==> config.mk <==
export PLATFORM = sky130hd
export DESIGN_NAME = mmio_uart_tx
export DESIGN_NICKNAME = d
export VERILOG_FILES = /design/src/rtl/mmio_uart_tx_pkg.sv /design/src/rtl/mmio_uart_tx_sync_fifo.sv /design/src/rtl/mmio_uart_tx.sv
export SDC_FILE = /design/constraint.sdc
export NUM_CORES = 1
export LEC_CHECK = 0
export BUFFER_PORTS_ARGS = -buffer_cell sky130_fd_sc_hd__buf_2
export CAP_MARGIN = 5
export CORE_MARGIN = 2
export CORE_UTILIZATION = 52
export CTS_CLUSTER_DIAMETER = 50
export DETAILED_ROUTE_END_ITERATION = 10
export PLACE_DENSITY = 0.76
export SKIP_CTS_REPAIR_TIMING = 1
export SLEW_MARGIN = 10
export SYNTH_ARGS = -nofsm -noshare
export SYNTH_HDL_FRONTEND = slang
export SYNTH_SLANG_ARGS = --single-unit
==> constraint.sdc <==
create_clock -name clk -period 3 [get_ports clk]
set_clock_uncertainty 0.05 [all_clocks]
set_input_delay 0.3 -clock clk [delete_from_list [all_inputs] [get_ports clk]]
set_output_delay 0.3 -clock clk [all_outputs]
set_load 0.01 [all_outputs]
==> src/rtl/mmio_uart_tx_pkg.sv <==
// Register map, STATUS bit positions, serializer states and divisor helper shared by mmio_uart_tx.
package mmio_uart_tx_pkg;

    localparam logic [1:0] REG_TXDATA  = 2'd0;
    localparam logic [1:0] REG_STATUS  = 2'd1;
    localparam logic [1:0] REG_DIVISOR = 2'd2;
    localparam logic [1:0] REG_CTRL    = 2'd3;

    localparam int STS_BUSY       = 0;
    localparam int STS_FULL       = 1;
    localparam int STS_EMPTY      = 2;
    localparam int STS_LVL_LSB    = 3;
    localparam int STS_OVERRUN    = 7;
    localparam int STS_PARITY_CAP = 8;

    typedef enum logic [2:0] {
        S_IDLE,
        S_START,
        S_DATA,
        S_PARITY,
        S_STOP
    } tx_state_e;

    // A programmed divisor of zero would never tick; run it as one cycle per bit.
    function automatic logic [15:0] eff_div(input logic [15:0] d);
        return (d == 16'd0) ? 16'd1 : d;
    endfunction

endpackage

==> src/rtl/mmio_uart_tx_sync_fifo.sv <==
// Generic synchronous FIFO: combinational head, push ignored when full, pop ignored when empty.
// Level and flags update on the edge of the push/pop; synchronous active-low reset discards contents.
module sync_fifo #(
    parameter int WIDTH = 8,
    parameter int DEPTH = 8
) (
    input  logic                         clk,
    input  logic                         reset_n,
    input  logic                         push_i,
    input  logic [WIDTH-1:0]             push_data_i,
    input  logic                         pop_i,
    output logic [WIDTH-1:0]             pop_data_o,
    output logic                         full_o,
    output logic                         empty_o,
    output logic [$clog2(DEPTH):0]       level_o
);
    localparam int AW = (DEPTH > 1) ? $clog2(DEPTH) : 1;
    localparam int LW = $clog2(DEPTH) + 1;

    logic [WIDTH-1:0] mem_q [DEPTH];
    logic [AW-1:0]    wr_ptr_q;
    logic [AW-1:0]    rd_ptr_q;
    logic [LW-1:0]    cnt_q;
    logic             do_push;
    logic             do_pop;

    assign full_o     = (cnt_q == LW'(DEPTH));
    assign empty_o    = (cnt_q == '0);
    assign level_o    = cnt_q;
    assign pop_data_o = mem_q[rd_ptr_q];
    assign do_push    = push_i && !full_o;
    assign do_pop     = pop_i && !empty_o;

    always_ff @(posedge clk) begin
        if (do_push) begin
            mem_q[wr_ptr_q] <= push_data_i;
        end
    end

    always_ff @(posedge clk) begin
        if (!reset_n) begin
            wr_ptr_q <= '0;
            rd_ptr_q <= '0;
            cnt_q    <= '0;
        end else begin
            if (do_push) wr_ptr_q <= wr_ptr_q + AW'(1);
            if (do_pop)  rd_ptr_q <= rd_ptr_q + AW'(1);
            case ({do_push, do_pop})
                2'b10:   cnt_q <= cnt_q + LW'(1);
                2'b01:   cnt_q <= cnt_q - LW'(1);
                default: cnt_q <= cnt_q;
            endcase
        end
    end

endmodule

==> src/rtl/mmio_uart_tx.sv <==
// MMIO UART transmitter: 16-byte register window, TX FIFO, 8N1 serializer (8E1 with MMIO_UART_PARITY_EN).
// Zero-latency reads; a full FIFO drops the store and sets sticky OVERRUN (no stall to the CPU).
module mmio_uart_tx
    import mmio_uart_tx_pkg::*;
#(
    parameter logic [31:0] BASE_ADDR  = 32'h0000_1000,
    parameter int          FIFO_DEPTH = 8,
    parameter logic [15:0] DIV_RESET  = 16'd4
) (
    input  logic        clk,
    input  logic        reset_n,
    input  logic [31:0] mem_addr,
    input  logic        mem_wr_sig,
    input  logic [31:0] mem_wr_data,
    output logic [31:0] mem_rd_data,
    output logic        hit,
    output logic        tx,
    output logic        tx_idle_irq
);
    localparam int LVL_W = $clog2(FIFO_DEPTH) + 1;

    tx_state_e   state_q, state_d;
    logic [15:0] cnt_q, cnt_d;
    logic [15:0] divl_q, divl_d;
    logic [2:0]  bit_q, bit_d;
    logic [7:0]  sh_q, sh_d;
    logic        par_q, par_d;
    logic        tx_q, tx_d;
    logic        irq_q, irq_d;
    logic        ovr_q;
    logic [15:0] div_q;
    logic        en_q;

    logic             wr_en;
    logic [1:0]       reg_sel;
    logic             load;
    logic             tick;
    logic             start_ok;
    logic [7:0]       fifo_dat;
    logic             fifo_full;
    logic             fifo_empty;
    logic [LVL_W-1:0] fifo_lvl;
    logic [31:0]      status;
    logic             unused_bits;

    assign hit         = (mem_addr[31:4] == BASE_ADDR[31:4]);
    assign wr_en       = mem_wr_sig && hit;
    assign reg_sel     = mem_addr[3:2];
    assign tick        = (cnt_q == 16'd0);
    assign start_ok    = en_q && !fifo_empty;
    assign tx          = tx_q;
    assign tx_idle_irq = irq_q;
    assign unused_bits = ^{mem_addr[1:0], mem_wr_data[31:16]};

    sync_fifo #(.WIDTH(8), .DEPTH(FIFO_DEPTH)) u_fifo (
        .clk         (clk),
        .reset_n     (reset_n),
        .push_i      (wr_en && (reg_sel == REG_TXDATA)),
        .push_data_i (mem_wr_data[7:0]),
        .pop_i       (load),
        .pop_data_o  (fifo_dat),
        .full_o      (fifo_full),
        .empty_o     (fifo_empty),
        .level_o     (fifo_lvl)
    );

    always_comb begin
        status                       = '0;
        status[STS_BUSY]             = (state_q != S_IDLE);
        status[STS_FULL]             = fifo_full;
        status[STS_EMPTY]            = fifo_empty;
        status[STS_LVL_LSB +: 4]     = 4'(fifo_lvl);
        status[STS_OVERRUN]          = ovr_q;
`ifdef MMIO_UART_PARITY_EN
        status[STS_PARITY_CAP]       = 1'b1;
`endif
        mem_rd_data = '0;
        if (hit) begin
            case (reg_sel)
                REG_STATUS:  mem_rd_data = status;
                REG_DIVISOR: mem_rd_data = {16'd0, div_q};
                REG_CTRL:    mem_rd_data = {31'd0, en_q};
                default:     mem_rd_data = '0;
            endcase
        end
    end

    always_comb begin
        state_d = state_q;
        cnt_d   = cnt_q;
        divl_d  = divl_q;
        bit_d   = bit_q;
        sh_d    = sh_q;
        par_d   = par_q;
        load    = 1'b0;
        if (state_q != S_IDLE) begin
            cnt_d = tick ? (divl_q - 16'd1) : (cnt_q - 16'd1);
        end
        case (state_q)
            S_IDLE:  load = start_ok;
            S_START: if (tick) begin
                state_d = S_DATA;
                bit_d   = '0;
            end
            S_DATA: if (tick) begin
                if (bit_q == 3'd7) begin
`ifdef MMIO_UART_PARITY_EN
                    state_d = S_PARITY;
`else
                    state_d = S_STOP;
`endif
                end else begin
                    bit_d = bit_q + 3'd1;
                    sh_d  = {1'b0, sh_q[7:1]};
                end
            end
            S_PARITY: if (tick) state_d = S_STOP;
            // Chaining straight into START keeps back-to-back frames gapless.
            S_STOP: if (tick) begin
                if (start_ok) load = 1'b1;
                else          state_d = S_IDLE;
            end
            default: state_d = S_IDLE;
        endcase
        if (load) begin
            state_d = S_START;
            sh_d    = fifo_dat;
            par_d   = ^fifo_dat;
            divl_d  = eff_div(div_q);
            cnt_d   = divl_d - 16'd1;
        end
        case (state_d)
            S_START:  tx_d = 1'b0;
            S_DATA:   tx_d = sh_d[0];
            S_PARITY: tx_d = par_d;
            default:  tx_d = 1'b1;
        endcase
        irq_d = (state_d == S_IDLE) && fifo_empty;
    end

    always_ff @(posedge clk) begin
        if (!reset_n) begin
            state_q <= S_IDLE;
            cnt_q   <= '0;
            divl_q  <= 16'd1;
            bit_q   <= '0;
            sh_q    <= '0;
            par_q   <= 1'b0;
            tx_q    <= 1'b1;
            irq_q   <= 1'b1;
            ovr_q   <= 1'b0;
            div_q   <= DIV_RESET;
            en_q    <= 1'b1;
        end else begin
            state_q <= state_d;
            cnt_q   <= cnt_d;
            divl_q  <= divl_d;
            bit_q   <= bit_d;
            sh_q    <= sh_d;
            par_q   <= par_d;
            tx_q    <= tx_d;
            irq_q   <= irq_d;
            if (wr_en && (reg_sel == REG_DIVISOR)) div_q <= mem_wr_data[15:0];
            if (wr_en && (reg_sel == REG_CTRL))    en_q  <= mem_wr_data[0];
            if (wr_en && (reg_sel == REG_TXDATA) && fifo_full) begin
                ovr_q <= 1'b1;
            end else if (wr_en && (reg_sel == REG_STATUS) && mem_wr_data[STS_OVERRUN]) begin
                ovr_q <= 1'b0;
            end
        end
    end

endmodule

### Yosys cells after proc, flatten, opt, wreduce, memory -nomap -nowiden

Memory sizes are Yosys's and may differ from the RTL's. A register that Yosys moved wholly into a read port is not among the register bits.
Index checks and enable logic that the tools add are counted.

| word-level totals | value |
|---|---|
| register bits | 77 |
| bits in latches | 0 |
| memory bits (writable) | 64 |
| ROM bits | 0 |
| output and inout port bits | 35 |
| memories kept | 1 |

| operators by class | value |
|---|---|
| add/subtract/negate cells | 8 |
| $mul | 0 |
| div/mod/pow operators | 0 |
| $lt $le $gt $ge | 0 |
| equal/unequal tests | 19 |
| shift-type cells | 0 |
| muxes and demuxes | 34 |
| bitwise gates (word level) | 0 |
| reductions and logical operators | 29 |

Memory list:

| memory | words | bits a word | read ports | clocked after Yosys merged registers in | wr ports | line | RTL |
|---|---|---|---|---|---|---|---|
| u_fifo.mem_q | 8 | 8 | 1 | 1 | 1 | mmio_uart_tx_sync_fifo.sv:20 | `logic [WIDTH-1:0] mem_q [DEPTH];` |

Operators with widths:

| cell | number |
|---|---|
| 16-bit 2-to-1 mux | 5 |
| 16-bit case mux with 3 select lines | 1 |
| 16-bit by 1-bit subtractor with 16-bit output, second input constant | 3 |
| 3-bit 2-to-1 mux | 12 |
| 16-bit logical NOT | 2 |
| 8-bit 2-to-1 mux | 4 |
| 28-bit by 9-bit equality test with 1-bit output, second input constant | 1 |
| 3-bit case mux with 5 select lines | 1 |
| 3-bit by 2-bit equality test with 1-bit output, second input constant | 4 |
| 2-bit nonzero test | 6 |
| 1-bit logical AND | 11 |
| 3-bit by 1-bit adder with 3-bit output, second input constant | 3 |
| 4-bit case mux with 2 select lines | 1 |
| 8-bit XOR reduction | 1 |
| 1-bit 2-to-1 mux | 7 |
| 2-bit equality test, second input constant | 3 |
| 3-bit by 1-bit equality test with 1-bit output, second input constant | 2 |
| 3-bit equality test, second input constant | 2 |
| 3-bit logical NOT | 2 |
| 2-bit inequality test, second input constant | 3 |
| 3-bit case mux with 2 select lines | 1 |
| 4-bit by 1-bit adder with 4-bit output, second input constant | 1 |
| 2-bit by 1-bit equality test with 1-bit output, second input constant | 2 |
| 4-bit equality test, second input constant | 1 |
| 10 further kinds | 11 |

### Depth between registers and ports, before layout

| depth | value |
|---|---|
| word-level depth | 9 |
| depth in mapped cells | 14 |
| mapped depth without buffers | 12 |

### Cells and area by module

A second synthesis with hierarchy kept.

| second synthesis, totals | value |
|---|---|
| cell total of the unflattened synthesis | 667 |
| area total of the unflattened synthesis | 6871.6 um^2 |

By module, submodules not included:

| module | instances | cells an instance | area each (um^2) | sequential area each (um^2) |
|---|---|---|---|---|
| mmio_uart_tx | 1 | 500 | 3769.9 | 1341.3 |
| sync_fifo | 1 | 167 | 3101.7 | 2182.1 |

### Worst setup path before layout

OpenSTA, ideal clock, no wires.

| path | value |
|---|---|
| kind | input port to flip-flop |
| start point | input mem_addr[10] |
| end point | register u_fifo.cnt_q[3], in the netlist u_fifo.level_o[3] |
| setup time | 0.076 ns |
| arrival time | 2.969 ns |
| data required time | 2.874 ns |
| slack | -0.095 ns |
| cell stages on the path | 13 |
| path buffers | 1 |
| cells stage by stage | nor4b_1 nand4_1 or2_2 clkbuf_1 inv_1 nand4_1 ha_1 ha_1 a21o_1 a21oi_1 xnor2_1 or3_1 a21boi_0 |

| between the ends | value |
|---|---|
| word-level cells in the longest chain between the ends | 6 |
| elaborated cells on any way between the ends | 8 |
| classes of those cells | eq/ne (3); mux (1); reduce/logical (4) |

Ends and longest elaborated chain:

| what | line | RTL |
|---|---|---|
| start: declaration | mmio_uart_tx.sv:12 | `input logic [31:0] mem_addr,` |
| 28-bit by 9-bit equality test with 1-bit output * | mmio_uart_tx.sv:46 | `assign hit = (mem_addr[31:4] == BASE_ADDR[31:4]);` |
| 1-bit logical AND * | mmio_uart_tx.sv:47 | `assign wr_en = mem_wr_sig && hit;` |
| 1-bit logical AND * | mmio_uart_tx.sv:58 | `.push_i (wr_en && (reg_sel == REG_TXDATA)),` |
| 1-bit logical AND * | mmio_uart_tx_sync_fifo.sv:31 | `assign do_push = push_i && !full_o;` |
| 2-bit by 1-bit equality test with 1-bit output or 2-bit equality test (tied branches) | mmio_uart_tx_sync_fifo.sv:48 | `case ({do_push, do_pop})` |
| 4-bit case mux with 2 select lines or 2-bit nonzero test (tied branches) | -- |  |
| end signal: assignment | mmio_uart_tx_sync_fifo.sv:49 | `2'b10: cnt_q <= cnt_q + LW'(1);` |
| end signal: assignment | mmio_uart_tx_sync_fifo.sv:50 | `2'b01: cnt_q <= cnt_q - LW'(1);` |
| end signal: assignment | mmio_uart_tx_sync_fifo.sv:51 | `default: cnt_q <= cnt_q;` |
| end: declaration | mmio_uart_tx_sync_fifo.sv:23 | `logic [LW-1:0] cnt_q;` |

Every way passes the cells marked *; elsewhere a longest branch is shown, timed or not.
A chain may end at the register's enable or synchronous reset.

### Final worst setup path

| path | value |
|---|---|
| start point | register u_fifo.cnt_q[2], in the netlist u_fifo.level_o[2] |
| end point | register u_fifo.cnt_q[3], in the netlist u_fifo.level_o[3] |

| between the ends | value |
|---|---|
| word-level cells in the longest chain between the ends | 9 |
| elaborated cells on any way between the ends | 16 |
| classes of those cells | add/sub (2); eq/ne (3); mux (4); reduce/logical (7) |

Ends and longest elaborated chain:

| what | line | RTL |
|---|---|---|
| 4-bit logical NOT | mmio_uart_tx_sync_fifo.sv:28 | `assign empty_o = (cnt_q == '0);` |
| 1-bit logical NOT | mmio_uart_tx_sync_fifo.sv:32, mmio_uart_tx.sv:50 |  |
| 1-bit logical AND | mmio_uart_tx.sv:50 | `assign start_ok = en_q && !fifo_empty;` |
| 1-bit 2-to-1 mux | mmio_uart_tx.sv:120 | `if (start_ok) load = 1'b1;` |
| 1-bit 2-to-1 mux | mmio_uart_tx.sv:119 | `S_STOP: if (tick) begin` |
| 1-bit case mux with 2 select lines | mmio_uart_tx.sv:99 | `case (state_q)` |
| 1-bit logical AND | mmio_uart_tx_sync_fifo.sv:32 | `assign do_pop = pop_i && !empty_o;` |
| 2-bit by 1-bit equality test with 1-bit output or 2-bit equality test (tied branches) | mmio_uart_tx_sync_fifo.sv:48 |  |
| 4-bit case mux with 2 select lines or 2-bit nonzero test (tied branches) | -- |  |

Several ways; a longest one is shown, not always the timed one.

==> summary.md <==
| Metric | Value |
|---|---|
| Worst Tran Pin Value | `0.912 ns` |
| Largest net degree at the start of global routing | `between 50 and 60` |
| Die X | `between 100 and 150 um` |
| Startpoint type of the worst setup path | `register` |
| Worst path arrival time | `between 3 and 4 ns` |
| Core ar. | `around 13000 um2` |
| Clk slew on worst S/H paths | `approximately 0.060 ns` |
| Status | `finished, final reports clean` |
| Starting Density | `about 53%` |
| Drt via density | `between 5 and 6` |
| Hold Path Class | `primary input to register` |
| Async SR Flop Fraction | `0%` |
| Antenna Nets Post-Route | `0` |
| Top Ports | `102` |
| Worst slew margin relative to its limit | `between 30% and 40%` |
| Slew Viols, Final | `0` |
| Register area share after synthesis | `about 50%` |
| Post-synth EDFFs | `between 60 and 70` |
| Max IR drop VDD | `approximately 340 uV` |
| Achievable frequency | `~340 MHz` |
| Max_cap viols | `0` |
| DR pass1 iterations | `5` |
| GRT Total Usage | `around a quarter` |
| R2r worst-path depth | `12` |
| Rows | `42` |
| Htree depth | `4` |
| Final wirelength | `around 17000 um` |
| Crit end category | `register` |
| Worst Path Required | `around 3.3 ns` |
| Synthesized cell area | `around 7000 um2` |
| Remaining DRCs | `0` |
| Clock sinks | `approximately 140` |
| Total number of vias | `around 5.5k` |
| Yosys synthesis warning count | `0` |
| CTS tree | `built` |
| Pwr Density | `slightly above 500 nW/um2` |
| Total chip power | `between 4 and 5 mW` |
| Mapped Cells | `roughly 650` |
| Worst skew pair latency | `about 0.43 ns` |
| Fin crit period | `roughly 2.9 ns` |
| Number of filler instances in the final layout | `~1.0k` |
| Avg WL per Cell | `around 18 um` |
| Hold path depth | `3` |
| Grt ovf | `0` |
| PortBufs | `67` |
| CTS Buf Count | `17` |
| GPL Wtd Cong | `0.917` |
| Fin util | `a little over three fifths` |
| Final TNS setup | `0 ns` |
| First-pass GRT wire length | `approximately 26000 um` |
| Yosys reg bits | `roughly 140` |
| Die ar. | `~14000 um2` |
| Post-synth cell types | `between 60 and 70` |
| Crit path kind | `register to register` |
| Die H | `about 120 um` |
| 1st-iter DRT viols | `441` |
| Initial antenna violation count | `0` |
| Hold Vio Cnt, Final | `0` |
| Design area | `between 8000 and 9000 um2` |
| Vias in the first global route | `5188` |
| Synth Flop Type | `dfxtp_1` |
| HPWL Detailed | `roughly 11000 um` |
| Clock tree buffer depth | `2` |
| Nets | `815` |
| DP Area | `7690 um2` |
| Lkg Pwr | `roughly 3.1 nW` |
| Final setup vio count | `0` |
| Period utilization | `between 90 and 100%` |
| Placed insts | `895` |
| Post-Syn Area per Cell | `between 10 and 15 um2` |
| CP max FO | `20` |
| Area grow syn2layout | `18.1%` |
| Post-Layout Cell Count | `slightly above 900` |
| Share of cells above drive strength 1 | `approximately a quarter` |
| Diode count | `0` |
| Clock root buffer | `clkbuf_16` |
## area by class of cell
cell class / instances / area, um2 / area share [%]
Sequential cell: 144 / 3520 / 42.3
Multi-Input combinational cell: 455 / 3290 / 39.5
Timing Repair Buffer: 108 / 643 / 7.73
Clock buffer: 20 / 457 / 5.49
Tap cell: 176 / 220 / 2.65
Clock inverter: 12 / 126 / 1.52
Inverter: 13 / 61.3 / 0.737
## Yosys cell counts, types with 3 or more instances
cell type	number	share of area, %
dfxtp_1	80	23
nand2_1	73	3.9
edfxtp_1	64	27
mux2i_1	34	4.8
nor2_1	34	1.8
clkbuf_1	27	1.4
o21ai_0	22	1.6
nand3_1	21	1.5
nor2b_1	21	1.9
a21boi_0	20	2.1
a21oi_1	19	1.3
and3_1	19	1.7
buf_4	18	1.9
mux4_2	16	5.1
nor3_1	14	0.99
nor4_1	14	1.2
xnor2_1	13	1.6
and2_1	12	1.1
inv_1	12	0.64
or3_1	11	0.98
a22oi_1	8	0.85
ha_1	8	1.4
nand4_1	8	0.71
buf_2	4	0.28
nor4_4	4	1.2
o21a_1	4	0.43
o31ai_1	4	0.43
xor2_1	4	0.50
a311o_1	3	0.43
a32o_1	3	0.43
a41oi_1	3	0.37
nand4b_1	3	0.37
## metrics by stage
stage | worst slack, ns | hold slack [ns]
global route | -0.0345 | 0.106
finish | 0.0873 | 0.0850
CTS | 0.0249 | 0.0754
detailed placement | 0.0226 | 0.405
floorplan | 0.0186 | 0.349
global placement | 0.162 | 0.403
## placed cells by master, fill, tap and decap left out, drive strengths merged, types with 18 or more instances in the layout
master / netlist / layout
nand3: 21 / 21
edfxtp: 64 / 64
a21boi: 20 / 20
o21ai: 22 / 22
nor2b: 21 / 21
nor4: 18 / 18
mux2i: 34 / 34
buf: 24 / 108
and3: 19 / 19
nor2: 35 / 35
dfxtp: 80 / 80
a21oi: 20 / 20
clkbuf: 27 / 20
nand2: 76 / 76
## critical path, stage by stage, from the launching register on
cell and delay [ns]:
dfxtp_1 0.40, o41ai_4 0.36, buf_4 0.22, nor2_4 0.08, nand2_8 0.13, clkinv_8 0.12, ha_2 0.23, ha_1 0.28
a21o_1 0.18, a21oi_1 0.19, xnor2_1 0.10, or3_1 0.34, a21boi_2 0.16
## path summary, 6_finish.rpt
kind	start	endpoint	slack, ns
worst min register to register	divl_q[12]	divl_q[12]	0.42
worst max-delay path	u_fifo.level_o[2]	u_fifo.level_o[3]	0.09
worst max register to register	u_fifo.level_o[2]	u_fifo.level_o[3]	0.09
worst min-delay path	mem_wr_data[12]	div_q[12]	0.08
## report_power, final
part / total (mW) / internal (mW) / switching, mW
sequential: 2.05 / 2.05 / 0.0000000248
clock: 2.06 / 1.20 / 0.853
combinational: 0.0889 / 0.0338 / 0.0551
## kinds of logic (layout without fill, tap and decap cells)
group	count (synthesis)	after routing	synth area share [%]
compound gates	109	109	11.6
xor+xnor	17	17	2.11
fa+ha+maj	9	9	1.71
buf+inv	64	153	4.58
flops	144	144	50.0
mux	50	50	9.95
other cells	1	16	0.0532
simple gates	254	254	20.0
## registers in the layout, indices dropped and copies added, names as in the netlist, named ones only
name             flops
divl_q              16
u_fifo.rd_ptr_q      3
div_q               16
bit_q                3
sh_q                 8
u_fifo.level_o       4
tx_idle_irq          1
par_q                1
u_fifo.mem_q        64
en_q                 1
cnt_q               16
ovr_q                1
u_fifo.wr_ptr_q      3
state_q              3
tx                   1
## layer usage
layer  vias up  GRT usage (%)  part of all wire [%]
met5         -              0                     0
met4         0           8.43                   1.5
met3        29           4.58                   7.5
met2       256           39.8                    49
met1      2653           30.8                    42
li1       2546              -                     -
Note: power is estimated with default switching activity, not from simulation.
